<file path="src/rtl/nibble_feeder_if.sv">
// Word-side valid/ready channel feeding nibble_feeder.
// The master drives a word plus its frame-end marker; the slave answers with ready.
interface nibble_feeder_if #(
  parameter int NIBBLES = 8
);
  logic [4*NIBBLES-1:0] din;
  logic                 din_valid;
  logic                 din_last;
  logic                 din_ready;

  modport master (output din, din_valid, din_last, input din_ready);
  modport slave  (input din, din_valid, din_last, output din_ready);
endinterface

</file>
<file path="src/rtl/nibble_feeder.sv">
// Serializes 32-bit words into LSB-first nibbles for the downstream delay line.
// After a frame's last word it pushes DEPTH zero nibbles and pulses flush_done.
module nibble_feeder #(
  parameter int NIBBLES = 8,
  parameter int DEPTH   = 8
) (
  input  logic             clk,
  input  logic             rst,
  nibble_feeder_if.slave   up,
  input  logic             pause,
  output logic [3:0]       si,
  output logic             shn,
  output logic             busy,
  output logic             flush_done
);

  localparam int W  = 4 * NIBBLES;
  localparam int CW = (NIBBLES > 1) ? $clog2(NIBBLES) : 1;
  localparam int FW = (DEPTH > 1) ? $clog2(DEPTH) : 1;

  localparam logic [1:0] ST_IDLE  = 2'd0;
  localparam logic [1:0] ST_SHIFT = 2'd1;
  localparam logic [1:0] ST_FLUSH = 2'd2;

  logic [1:0]    state_r;
  logic [W-1:0]  wreg_r;
  logic [CW-1:0] cnt_r;
  logic [FW-1:0] fcnt_r;
  logic          lastq_r;
  logic          flush_done_r;

  logic          ready_s;
  logic          shn_s;
  logic [3:0]    si_s;
  logic          accept_s;
  logic          last_nib_s;
  logic          last_flush_s;

  assign last_nib_s   = (cnt_r == CW'(NIBBLES - 1));
  assign last_flush_s = (fcnt_r == FW'(DEPTH - 1));
  assign accept_s     = up.din_valid & ready_s;

  // Output decode from registered state and pause; ready never depends on din_valid.
  always_comb begin
    ready_s = 1'b0;
    shn_s   = 1'b0;
    si_s    = 4'd0;
    case (state_r)
      ST_IDLE: begin
        ready_s = 1'b1;
      end
      ST_SHIFT: begin
        if (!pause) begin
          shn_s   = 1'b1;
          si_s    = wreg_r[3:0];
          ready_s = last_nib_s & ~lastq_r;
        end else begin
          shn_s   = 1'b0;
          si_s    = 4'd0;
          ready_s = 1'b0;
        end
      end
      ST_FLUSH: begin
        if (!pause) begin
          shn_s = 1'b1;
        end else begin
          shn_s = 1'b0;
        end
      end
      default: begin
        ready_s = 1'b0;
        shn_s   = 1'b0;
        si_s    = 4'd0;
      end
    endcase
  end

  // Word capture, nibble/flush sequencing and the flush_done pulse.
  always_ff @(posedge clk or negedge rst) begin
    if (!rst) begin
      state_r      <= ST_IDLE;
      wreg_r       <= {W{1'b0}};
      cnt_r        <= {CW{1'b0}};
      fcnt_r       <= {FW{1'b0}};
      lastq_r      <= 1'b0;
      flush_done_r <= 1'b0;
    end else begin
      flush_done_r <= 1'b0;
      if (accept_s) begin
        // An accept in SHIFT only happens on the final nibble, giving seamless reload.
        wreg_r  <= up.din;
        lastq_r <= up.din_last;
        cnt_r   <= {CW{1'b0}};
        state_r <= ST_SHIFT;
      end else begin
        case (state_r)
          ST_SHIFT: begin
            if (!pause) begin
              wreg_r <= {4'd0, wreg_r[W-1:4]};
              if (last_nib_s) begin
                cnt_r   <= {CW{1'b0}};
                fcnt_r  <= {FW{1'b0}};
                state_r <= lastq_r ? ST_FLUSH : ST_IDLE;
              end else begin
                cnt_r <= cnt_r + CW'(1);
              end
            end else begin
              state_r <= state_r;
            end
          end
          ST_FLUSH: begin
            if (!pause) begin
              if (last_flush_s) begin
                fcnt_r       <= {FW{1'b0}};
                lastq_r      <= 1'b0;
                flush_done_r <= 1'b1;
                state_r      <= ST_IDLE;
              end else begin
                fcnt_r <= fcnt_r + FW'(1);
              end
            end else begin
              state_r <= state_r;
            end
          end
          ST_IDLE: begin
            state_r <= ST_IDLE;
          end
          default: begin
            state_r <= ST_IDLE;
          end
        endcase
      end
    end
  end

  assign up.din_ready = ready_s;
  assign shn          = shn_s;
  assign si           = si_s;
  assign busy         = (state_r != ST_IDLE);
  assign flush_done   = flush_done_r;

endmodule

</file>
<file path="src/flat_wrapper.sv">
// flat-port wrapper written by rule: the top's interface ports become plain ports
module nibble_feeder_flat 
#(
  parameter int NIBBLES = 8,
  parameter int DEPTH   = 8
)
  (clk, rst, pause, si, shn, busy, flush_done, up_din, up_din_valid, up_din_last, up_din_ready);
  nibble_feeder_if #(.NIBBLES(NIBBLES)) up_i ();
  input  logic clk;
  input  logic rst;
  input  logic pause;
  output logic [3:0] si;
  output logic shn;
  output logic busy;
  output logic flush_done;
  input wire logic [$bits(up_i.din)-1:0] up_din;
  input wire logic [$bits(up_i.din_valid)-1:0] up_din_valid;
  input wire logic [$bits(up_i.din_last)-1:0] up_din_last;
  output wire logic [$bits(up_i.din_ready)-1:0] up_din_ready;
  assign up_i.din = up_din;
  assign up_i.din_valid = up_din_valid;
  assign up_i.din_last = up_din_last;
  assign up_din_ready = up_i.din_ready;
  nibble_feeder #(.NIBBLES(NIBBLES), .DEPTH(DEPTH)) u_core (.clk(clk), .rst(rst), .up(up_i), .pause(pause), .si(si), .shn(shn), .busy(busy), .flush_done(flush_done));
endmodule
</file>
<file path="config.mk">
export PLATFORM = sky130hd
export DESIGN_NAME = nibble_feeder_flat
export DESIGN_NICKNAME = d
export VERILOG_FILES = /design/src/rtl/nibble_feeder_if.sv /design/src/rtl/nibble_feeder.sv /design/src/flat_wrapper.sv
export SDC_FILE = /design/constraint.sdc
export NUM_CORES = 1
export LEC_CHECK = 0
export CELL_PAD_IN_SITES_DETAIL_PLACEMENT = 0
export CELL_PAD_IN_SITES_GLOBAL_PLACEMENT = 1
export CORE_UTILIZATION = 45
export CTS_CLUSTER_SIZE = 12
export DETAILED_ROUTE_END_ITERATION = 6
export PLACE_DENSITY = 0.88
export SYNTH_ARGS = -nofsm -noshare
export SYNTH_HDL_FRONTEND = slang
export SYNTH_SLANG_ARGS = --single-unit
</file>
<file path="constraint.sdc">
create_clock -name clk -period 4.75 [get_ports clk]
set_clock_uncertainty 0.2 [all_clocks]
set_input_delay 0.475 -clock clk [delete_from_list [all_inputs] [get_ports clk]]
set_output_delay 0.475 -clock clk [all_outputs]
set_load 0.01 [all_outputs]
</file>
==> parameters.txt, run 1 <==
Parameter                              Value

Timing
  Pins over their slew limit    0
  Slew HR    37.9%
  Highest attainable clock frequency    343 MHz
  Least-Margin Pin Slew    0.931 ns
  Number of hold-slack violations in the final timing report    0
  Setup_tns    0 ns
  Final Hold Slack    0.121 ns
  Period utilisation layout    61.4%
  Final setup violation count    0
  RSZ-0062 raised after global routing    false
  Post-route minimum period    2.91 ns

Clocking
  Num Clock Sinks    42
  Number of instances resized during post-cts repair    0
  CTS tree    built
  TritonCTS buffer count    5
  Number of buffers inserted by post-CTS setup repair    0
  Max Buffers Root-to-Sink    2
  Number of buffers inserted for hold repair after clock tree synthesis    0
  Worst skew pair latency    0.29 ns
  CTS root buf    sky130_fd_sc_hd__clkbuf_8
  Clk slew on worst S/H paths    0.08 ns
  Number of H-tree branching levels    2

Die
  # rows    25
  Initial cell density of the core    48.1%
  Number of top-level design ports    45
  Die boundary height    74.0 microns
  Die Footprint    5470 sq um
  Die width    74.0 microns
  Area of the core region    4850 sq um

Cells and area
  Share of post-route cells with drive strength above 1    33.2%
  Nets    264
  Area added between synthesis and finish    23.8%
  Most used cells in the layout excluding fill and tap cells    43 x sky130_fd_sc_hd__clkdlybuf4s50_1, 42 x sky130_fd_sc_hd__dfrtp_1, 29 x sky130_fd_sc_hd__mux2_2, 28 x sky130_fd_sc_hd__mux2_4, 12 x sky130_fd_sc_hd__nand2_1
  Count of antenna diodes in the layout    0
  Most common cell after layout, fill and taps aside    sky130_fd_sc_hd__clkdlybuf4s50_1

Yosys
  Number of synthesized register bits    42
  Distinct cell type count after synthesis    27
  Count of yosys warnings during synthesis    0
  Syn Nets    219
  Sequential element share of the synthesized area    45.1%
  Netlist area before placement    2330 sq um
  Synthesized area per cell    13.3 sq um
  Mapped Cells    175

Global routing
  Maximum number of pins on one net before global-route repair    43
  Wire length of the first global-routing pass    6780 microns
  Number of global-route vias before repair    1500
  Number of antenna violations at the first check in global routing    0
  Total global-route track usage    16.4%
  Overflow left after global routing    0

Route
  Average via count per standard cell    5.06
  Routed WL    4120 microns
  Mean routed wirelength per cell    14.4 microns
  Routed via count    1451
  Pre-Repair DR Iteration Count    4
  First-iteration detailed-routing DRC count    61
  Count of unresolved DRC violations after routing    0
  Count of nets left with antenna violations after detail routing    0

Power
  Combinational share of power    46.4%
  Overall power after layout    1500 uW
  Clock network power share    14.4%
  Fraction of power consumed by sequential logic    39.2%
  Internal power summed over all cells    1070 uW
  Ratio of total power to cell area    520 nW/um^2
  Switching power as a share of total power    28.7%
  Maximum vdd drop    0.252 mV
  Static Leakage    0.00130 uW
  Net switching power    431 uW

Job
  Reported max-cap violation count    0

Critical path
  Setup Crit Path Kind    register to output pin
  Element type at the critical path end    output pin
  Data required time at the worst endpoint    4.07 ns
  Arrival time of the worst setup path    2.24 ns
  Startpoint type of the worst setup path    register
  Critical path peak fanout    9

Place
  Hpwl dp    2840 microns
  Number of I/O port buffers    44
  Routability Congestion    0.772

Worst hold path
  HP Class    input port to async pin

Status
  Outcome    finished clean
## layer usage
layer | wire (microns) | up-vias | GRT usage, %
met5 | 0 | - | 0
met2 | 1940 | 34 | 27.1
li1 | - | 708 | -
met3 | 167 | 6 | 2.98
met4 | 58 | 0 | 7.05
met1 | 1950 | 703 | 21.1
## power groups by stage
| stage | clock, uW | combinational, uW | sequential, uW |
|---|---|---|---|
| after floorplan | 0 | 578 | 566 |
| after global placement | 0 | 686 | 587 |
| after global routing | 234 | 760 | 608 |
| after CTS | 222 | 709 | 589 |
| after detailed placement | 0 | 703 | 596 |
| final | 216 | 697 | 588 |
## kinds of logic after synthesis
group | Yosys count | share of synthesized area [%]
multiplexers | 59 | 32.9
AO/OA/AOI/OAI | 21 | 6.81
adder cells (fa/ha/maj) | 7 | 3.76
flip-flops | 42 | 45.1
AND/OR/NAND/NOR | 31 | 7.24
buffers and inverters | 15 | 4.24
## synthesized netlist by cell type
cell type                  number  share of area (%)
sky130_fd_sc_hd__mux2i_1        2               0.86
sky130_fd_sc_hd__or3_1          1               0.27
sky130_fd_sc_hd__dfrtp_1       42                 45
sky130_fd_sc_hd__nor4bb_1       2               0.86
sky130_fd_sc_hd__a21o_1         1               0.32
sky130_fd_sc_hd__buf_6          4                1.9
sky130_fd_sc_hd__nand3b_1       2               0.64
sky130_fd_sc_hd__inv_1          5               0.80
sky130_fd_sc_hd__ha_1           7                3.8
sky130_fd_sc_hd__buf_2          4               0.86
sky130_fd_sc_hd__o21ai_4        1               0.70
sky130_fd_sc_hd__o211ai_1       5                1.6
sky130_fd_sc_hd__and3_1         1               0.27
sky130_fd_sc_hd__buf_4          2               0.64
sky130_fd_sc_hd__o21a_1         2               0.64
sky130_fd_sc_hd__nor2b_1        2               0.54
sky130_fd_sc_hd__mux2_2        29                 14
sky130_fd_sc_hd__nand2_1       12                1.9
sky130_fd_sc_hd__a221oi_4       1                1.1
sky130_fd_sc_hd__o21ai_0        7                1.5
sky130_fd_sc_hd__mux2_4        28                 18
sky130_fd_sc_hd__a21oi_1        3               0.64
sky130_fd_sc_hd__a31oi_1        1               0.27
sky130_fd_sc_hd__or2_2          1               0.27
sky130_fd_sc_hd__nor2_1         2               0.32
sky130_fd_sc_hd__nand2b_1       4                1.1
sky130_fd_sc_hd__and2_1         4                1.1
## flip-flops by register name, summed over array words and instances, names as in the netlist
| signal | cells |
|---|---|
| u_core.flush_done | 1 |
| u_core.lastq_r | 1 |
| u_core.wreg_r | 32 |
| u_core.cnt_r | 3 |
| u_core.fcnt_r | 3 |
| u_core.state_r | 2 |
## layout make-up
class                   count  area, sq um
clock buffers               5         68.8
clock inverters             2         10.0
fillers                   413         1960
inverters                   5         18.8
multi-input cells         118         1190
flip-flops and latches     42         1050
well taps                  67         83.8
repair buffers             48          465
## through the flow
stage | cell area [sq um] | std cells | setup slack, ns | util, %
4_1_cts | 2890 | 287 | 1.82 | 59.5
5_1_grt | 2890 | 287 | 1.76 | 59.5
3_5_place_dp | 2810 | 280 | 1.91 | 57.9
2_1_floorplan | 2330 | 175 | 2.67 | -
3_3_place_gp | 2810 | 280 | 1.91 | 57.9
6_report | 2890 | 287 | 1.84 | 59.5
## critical path: stages, from the launching register on
cell and delay [ns]:
sky130_fd_sc_hd__dfrtp_1 0.40, sky130_fd_sc_hd__ha_1 0.20, sky130_fd_sc_hd__ha_1 0.23, sky130_fd_sc_hd__nor4bb_2 0.18
sky130_fd_sc_hd__buf_4 0.18, sky130_fd_sc_hd__or2_2 0.28, sky130_fd_sc_hd__clkdlybuf4s50_1 0.48
## path summary, 6_finish.rpt
| kind | slack, ns | endpoint | cells past startpoint | start |
|---|---|---|---|---|
| max in group asynchronous | 3.66 | u_core.wreg_r[30] | 1 | rst |
| worst min register to register | 0.32 | u_core.fcnt_r[1] | 2 | u_core.fcnt_r[1] |
| min in group clk | 0.32 | u_core.fcnt_r[1] | 2 | u_core.fcnt_r[1] |
| worst min-delay path | 0.12 | u_core.wreg_r[7] | 1 | rst |
| worst max-delay path | 1.84 | up_din_ready | 6 | u_core.cnt_r[0] |
| worst max register to register | 2.31 | u_core.wreg_r[0] | 7 | u_core.cnt_r[0] |
Power figures use the tool's default switching activity.
==> inputs of run 2 (changes only) <==
--- a/config.mk
+++ b/config.mk
@@ -7,10 +7,10 @@
 export LEC_CHECK = 0
 export CELL_PAD_IN_SITES_DETAIL_PLACEMENT = 0
 export CELL_PAD_IN_SITES_GLOBAL_PLACEMENT = 1
-export CORE_UTILIZATION = 45
+export CORE_UTILIZATION = 38
 export CTS_CLUSTER_SIZE = 12
 export DETAILED_ROUTE_END_ITERATION = 6
-export PLACE_DENSITY = 0.88
+export PLACE_DENSITY = 0.79
 export SYNTH_ARGS = -nofsm -noshare
 export SYNTH_HDL_FRONTEND = slang
 export SYNTH_SLANG_ARGS = --single-unit
==> constraint.sdc (replaced) <==
create_clock -name clk -period 2.6 [get_ports clk]
set_clock_uncertainty 0.2 [all_clocks]
set_input_delay 0.26 -clock clk [delete_from_list [all_inputs] [get_ports clk]]
set_output_delay 0.26 -clock clk [all_outputs]
set_load 0.01 [all_outputs]
==> parameters.txt, run 2 (synthesis results as in run 1) <==
Parameter                              Value

Critical path
  Critical path peak fanout    11
  Element type at the critical path end    output pin
  Cell breakdown of the critical path    inv_1 -> ha_2 -> nor2b_1 -> buf_6 -> and2_1 -> clkdlybuf4s50_1
  Number of cell instances on the worst register-to-register path    7
  Startpoint type of the worst setup path    register
  Arrival time of the worst setup path    2.06 ns
  Reg2reg end    u_core.wreg_r[27]
  Origin of the worst setup path    u_core.state_r[1]
  Startpoint of the most critical register-to-register path    u_core.state_r[1]
  Worst setup path endpoint    si[3]
  Slack of the worst reg-to-reg path    0.40 ns
  Data required time at the worst endpoint    2.14 ns
  Max stage delay on crit path    0.52 ns
  Max stage delay cell, worst path    sky130_fd_sc_hd__clkdlybuf4s50_1
  Setup Crit Path Kind    register to output pin

Cells and area
  Layout fillers    549
  Area added between synthesis and finish    26.9%
  Largest register FFs    32
  Register name with the most flops    u_core.wreg_r
  Most used cells in the layout excluding fill and tap cells    43 x sky130_fd_sc_hd__clkdlybuf4s50_1, 42 x sky130_fd_sc_hd__dfrtp_1, 29 x sky130_fd_sc_hd__mux2_2, 28 x sky130_fd_sc_hd__mux2_4, 12 x sky130_fd_sc_hd__nand2_1
  Finished Layout Cells    297
  Share of post-route cells with drive strength above 1    34.2%
  Count of antenna diodes in the layout    0
  Most common cell after layout, fill and taps aside    sky130_fd_sc_hd__clkdlybuf4s50_1
  Biggest registers after layout    u_core.wreg_r x32, u_core.cnt_r x3, u_core.fcnt_r x3
  Nets    265

Global routing
  Number of global-route vias before repair    1604
  Maximum number of pins on one net before global-route repair    43
  Wire length of the first global-routing pass    7400 microns
  Overflow left after global routing    0
  Total global-route track usage    15.0%
  Number of antenna violations at the first check in global routing    0

Route
  Average via count per standard cell    4.95
  Routed WL    4280 microns
  Count of unresolved DRC violations after routing    0
  Mean routed wirelength per cell    14.4 microns
  Routed via count    1471
  First-iteration detailed-routing DRC count    97
  Count of nets left with antenna violations after detail routing    0
  Pre-Repair DR Iteration Count    4

Die
  Die boundary height    80.3 microns
  Initial cell density of the core    39.4%
  # rows    28
  Die width    80.3 microns
  Die Footprint    6450 sq um
  Number of top-level design ports    45
  Area of the core region    5920 sq um

Power
  Static Leakage    0.00132 uW
  Switching power as a share of total power    29.3%
  Clock network power share    15.3%
  Ratio of total power to cell area    953 nW/um^2
  Combinational share of power    46.4%
  Fraction of power consumed by sequential logic    38.3%
  Overall power after layout    2820 uW
  Internal power summed over all cells    2000 uW
  Maximum vdd drop    0.400 mV
  Net switching power    826 uW

Clocking
  Max Buffers Root-to-Sink    2
  Clk slew on worst S/H paths    0.09 ns
  CTS root buf    sky130_fd_sc_hd__clkbuf_8
  CTS tree    built
  Number of H-tree branching levels    2
  TritonCTS buffer count    5
  Num Clock Sinks    42
  Worst skew pair latency    0.30 ns

Timing
  Number of hold-slack violations in the final timing report    0
  Least-Margin Pin Slew    0.948 ns
  Slew HR    36.8%
  Highest attainable clock frequency    397 MHz
  Post-route minimum period    2.52 ns
  Final setup violation count    0
  Period utilisation layout    96.9%
  Pins over their slew limit    0

Place
  Cell count after placement    288
  Routability Congestion    0.767
  Hpwl dp    2950 microns
  Number of I/O port buffers    44

Job
  Reported max-cap violation count    0

Worst hold path
  HP Class    register to register

Status
  Outcome    finished clean
run 2: cell types whose count changed in the layout (fill, tap and decap cells not counted), moves of 2 or more:
cell	delta
sky130_fd_sc_hd__ha_1	-2
sky130_fd_sc_hd__buf_12	+2
sky130_fd_sc_hd__ha_2	+2
sky130_fd_sc_hd__buf_4	-3
run 2: per-stage QoR:
step	TNS, ns	utilization [%]	area (sq um)	hold slack (ns)	worst slack (ns)
3_3_place_gp	0	48.0	2840	0.266	0.318
6_report	0	50.0	2960	0.327	0.0816
4_1_cts	0	49.7	2940	0.330	0.0177
2_1_floorplan	0	-	2330	-0.236	0.522
3_5_place_dp	0	48.0	2840	0.263	0.313
5_1_grt	-0.0172	50.0	2960	0.349	-0.0161
run 2: area by class of cell:
class                   count  area (sq um)  share of cell area (%)
clock buffers               5          68.8                    2.32
clock inverters             3          21.3                   0.719
inverters                   5          18.8                   0.634
multi-input cells         118          1200                    40.6
flip-flops and latches     42          1050                    35.5
well taps                  75          93.8                    3.17
repair buffers             49           504                    17.0
run 2: power groups by stage:
stage	Sequential, uW	Combinational, uW	Clock [uW]
detailed placement	1090	1310	0
global route	1120	1430	474
floorplan	1030	1060	0
global placement	1080	1280	0
CTS	1080	1320	446
finish	1080	1310	431
run 2: worst min path at each step:
stage / cells after the start / slack (ns) / to / start
5_1_grt: 2 / 0.35 / u_core.cnt_r[1] / u_core.cnt_r[1]
4_1_cts: 2 / 0.33 / u_core.cnt_r[1] / u_core.cnt_r[1]
6_report: 2 / 0.33 / u_core.cnt_r[1] / u_core.cnt_r[1]
2_1_floorplan: 0 / -0.24 / u_core.cnt_r[0] / rst
3_3_place_gp: 1 / 0.27 / u_core.wreg_r[7] / rst
3_5_place_dp: 1 / 0.26 / u_core.wreg_r[7] / rst
run 2: timing repair:
item | 4_1_cts | 5_1_grt
setup endpoints to repair | 0 | 5
hold buffers | 1 | 0
gates resized for setup | 0 | 4
setup buffers | 0 | 0
endpoints found under the hold margin | 42 | 0
run 2: metal layers:
layer	up-vias	global-route usage (%)	share of wire [%]
met3	7	4.20	5.7
li1	713	-	-
met2	37	24.6	46
met4	0	5.36	1.5
met5	-	0	0
met1	714	18.7	46
run 2: critical path, delay by kind of cell, from the launching register on:
kind,cells,cell delay [ns]
adder cells (fa/ha/maj),1,0.25
buffers and inverters,3,0.80
AND/OR/NAND/NOR,2,0.30
flip-flops,1,0.40
==> inputs of run 3 (changes only) <==
--- a/config.mk
+++ b/config.mk
@@ -7,10 +7,11 @@
 export LEC_CHECK = 0
 export CELL_PAD_IN_SITES_DETAIL_PLACEMENT = 0
 export CELL_PAD_IN_SITES_GLOBAL_PLACEMENT = 1
-export CORE_UTILIZATION = 38
+export CORE_UTILIZATION = 45
 export CTS_CLUSTER_SIZE = 12
 export DETAILED_ROUTE_END_ITERATION = 6
-export PLACE_DENSITY = 0.79
+export PLACE_DENSITY = 0.88
 export SYNTH_ARGS = -nofsm -noshare
 export SYNTH_HDL_FRONTEND = slang
 export SYNTH_SLANG_ARGS = --single-unit
+export TNS_END_PERCENT = 1
==> constraint.sdc (replaced) <==
create_clock -name clk -period 3.15 [get_ports clk]
set_clock_uncertainty 0.2 [all_clocks]
set_input_delay 0.315 -clock clk [delete_from_list [all_inputs] [get_ports clk]]
set_output_delay 0.315 -clock clk [all_outputs]
set_load 0.01 [all_outputs]
==> parameters.txt, run 3 (synthesis results as in run 1) <==
Parameter                              Value

Status
  Outcome    finished clean

Cells and area
  Count of antenna diodes in the layout    0
  Most common cell after layout, fill and taps aside    sky130_fd_sc_hd__clkdlybuf4s50_1
  Share of post-route cells with drive strength above 1    33.3%
  Largest register FFs    32
  Nets    265
  Area added between synthesis and finish    25.4%
  Register name with the most flops    u_core.wreg_r
  Most used cells in the layout excluding fill and tap cells    43 x sky130_fd_sc_hd__clkdlybuf4s50_1, 42 x sky130_fd_sc_hd__dfrtp_1, 29 x sky130_fd_sc_hd__mux2_2, 28 x sky130_fd_sc_hd__mux2_4, 12 x sky130_fd_sc_hd__nand2_1
  Biggest registers after layout    u_core.wreg_r x32, u_core.cnt_r x3, u_core.fcnt_r x3

Global routing
  Maximum number of pins on one net before global-route repair    43
  Met1 Track Usage GR    23.6%
  Overflow left after global routing    0
  Met2 GRT Util    27.4%
  Number of antenna violations at the first check in global routing    0
  Wire length of the first global-routing pass    6980 microns
  Number of global-route vias before repair    1470
  Met3 usage    3.25%
  Total global-route track usage    17.1%
  Most heavily used metal layer in global routing    met2

Critical path
  Element type at the critical path end    output pin
  Setup Crit Path Kind    register to output pin
  Data required time at the worst endpoint    2.63 ns
  Startpoint type of the worst setup path    register
  Critical path peak fanout    9
  Arrival time of the worst setup path    2.25 ns

Route
  Pre-Repair DR Iteration Count    4
  First-iteration detailed-routing DRC count    96
  Count of nets left with antenna violations after detail routing    0
  Routed WL    4280 microns
  Routed via count    1444
  Count of unresolved DRC violations after routing    0
  Mean routed wirelength per cell    14.8 microns
  Average via count per standard cell    5.00

Timing
  Highest attainable clock frequency    361 MHz
  Pins over their slew limit    0
  Slew HR    37.0%
  Post-route minimum period    2.77 ns
  Setup_tns    0 ns
  Least-Margin Pin Slew    0.946 ns
  Number of hold-slack violations in the final timing report    0
  Final Hold Slack    0.327 ns
  Final setup violation count    0
  RSZ-0062 raised after global routing    false
  Period utilisation layout    87.9%

Die
  Die Footprint    5470 sq um
  Die boundary height    74.0 microns
  Initial cell density of the core    48.1%
  Number of top-level design ports    45
  Die width    74.0 microns
  # rows    25
  Area of the core region    4850 sq um

Clocking
  Number of instances resized during post-cts repair    0
  CTS tree    built
  Number of buffers inserted by post-CTS setup repair    0
  CTS root buf    sky130_fd_sc_hd__clkbuf_8
  Number of buffers inserted for hold repair after clock tree synthesis    1
  Number of H-tree branching levels    2
  Worst skew pair latency    0.29 ns
  Num Clock Sinks    42
  TritonCTS buffer count    5
  Clk slew on worst S/H paths    0.09 ns
  Max Buffers Root-to-Sink    2

Power
  Ratio of total power to cell area    795 nW/um^2
  Maximum vdd drop    0.335 mV
  Static Leakage    0.00131 uW

Job
  Reported max-cap violation count    0

Place
  Hpwl dp    2880 microns
  Number of I/O port buffers    44
  Routability Congestion    0.749

Worst hold path
  HP Class    register to register
run 3: worst max-delay path, cell delays in order, from the launching register on:
cell and delay, ns:
sky130_fd_sc_hd__dfrtp_1 0.41, sky130_fd_sc_hd__ha_1 0.21, sky130_fd_sc_hd__ha_1 0.23, sky130_fd_sc_hd__nor4bb_2 0.18
sky130_fd_sc_hd__buf_4 0.18, sky130_fd_sc_hd__or2_2 0.27, sky130_fd_sc_hd__clkdlybuf4s50_1 0.48
run 3: cell type report:
cell class / count / area (sq um)
fillers: 401 / 1920
multi-input cells: 118 / 1190
flip-flops and latches: 42 / 1050
repair buffers: 49 / 488
well taps: 67 / 83.8
clock buffers: 6 / 82.6
inverters: 5 / 18.8
clock inverters: 2 / 12.5
run 3: final timing paths:
| check | startpoint | end | slack, ns | cells after the start |
|---|---|---|---|---|
| setup reg to reg | u_core.cnt_r[0] | u_core.wreg_r[21] | 0.52 | 7 |
| max in group asynchronous | rst | u_core.cnt_r[1] | 1.65 | 2 |
| hold reg to reg | u_core.fcnt_r[2] | u_core.fcnt_r[2] | 0.33 | 2 |
| min in group asynchronous | rst | u_core.wreg_r[3] | 0.50 | 2 |
| setup / recovery | u_core.cnt_r[0] | up_din_ready | 0.38 | 6 |
| hold / removal | u_core.fcnt_r[2] | u_core.fcnt_r[2] | 0.33 | 2 |
run 3: where the power goes:
part,total (uW),internal [uW],switching (uW),leakage (uW)
registers,887,772,115,0.000506
logic,1070,704,369,0.000758
clock network,366,176,190,0.0000472
run 3: metrics by stage:
step,setup slack (ns),util [%],instance area (sq um),std cells,power [uW]
final,0.381,60.3,2930,289,2330
after global routing,0.313,60.3,2930,289,2480
after CTS,0.357,60.3,2930,289,2350
after detailed placement,0.491,58.2,2820,280,1970
after global placement,0.553,58.2,2820,280,1930
after floorplan,1.07,-,2330,175,1730
run 3: routing by layer:
layer / share of wire (%) / up-vias
met5: 0 / -
met4: 0.94 / 0
met3: 4.6 / 4
met2: 46 / 38
met1: 48 / 692
li1: - / 710
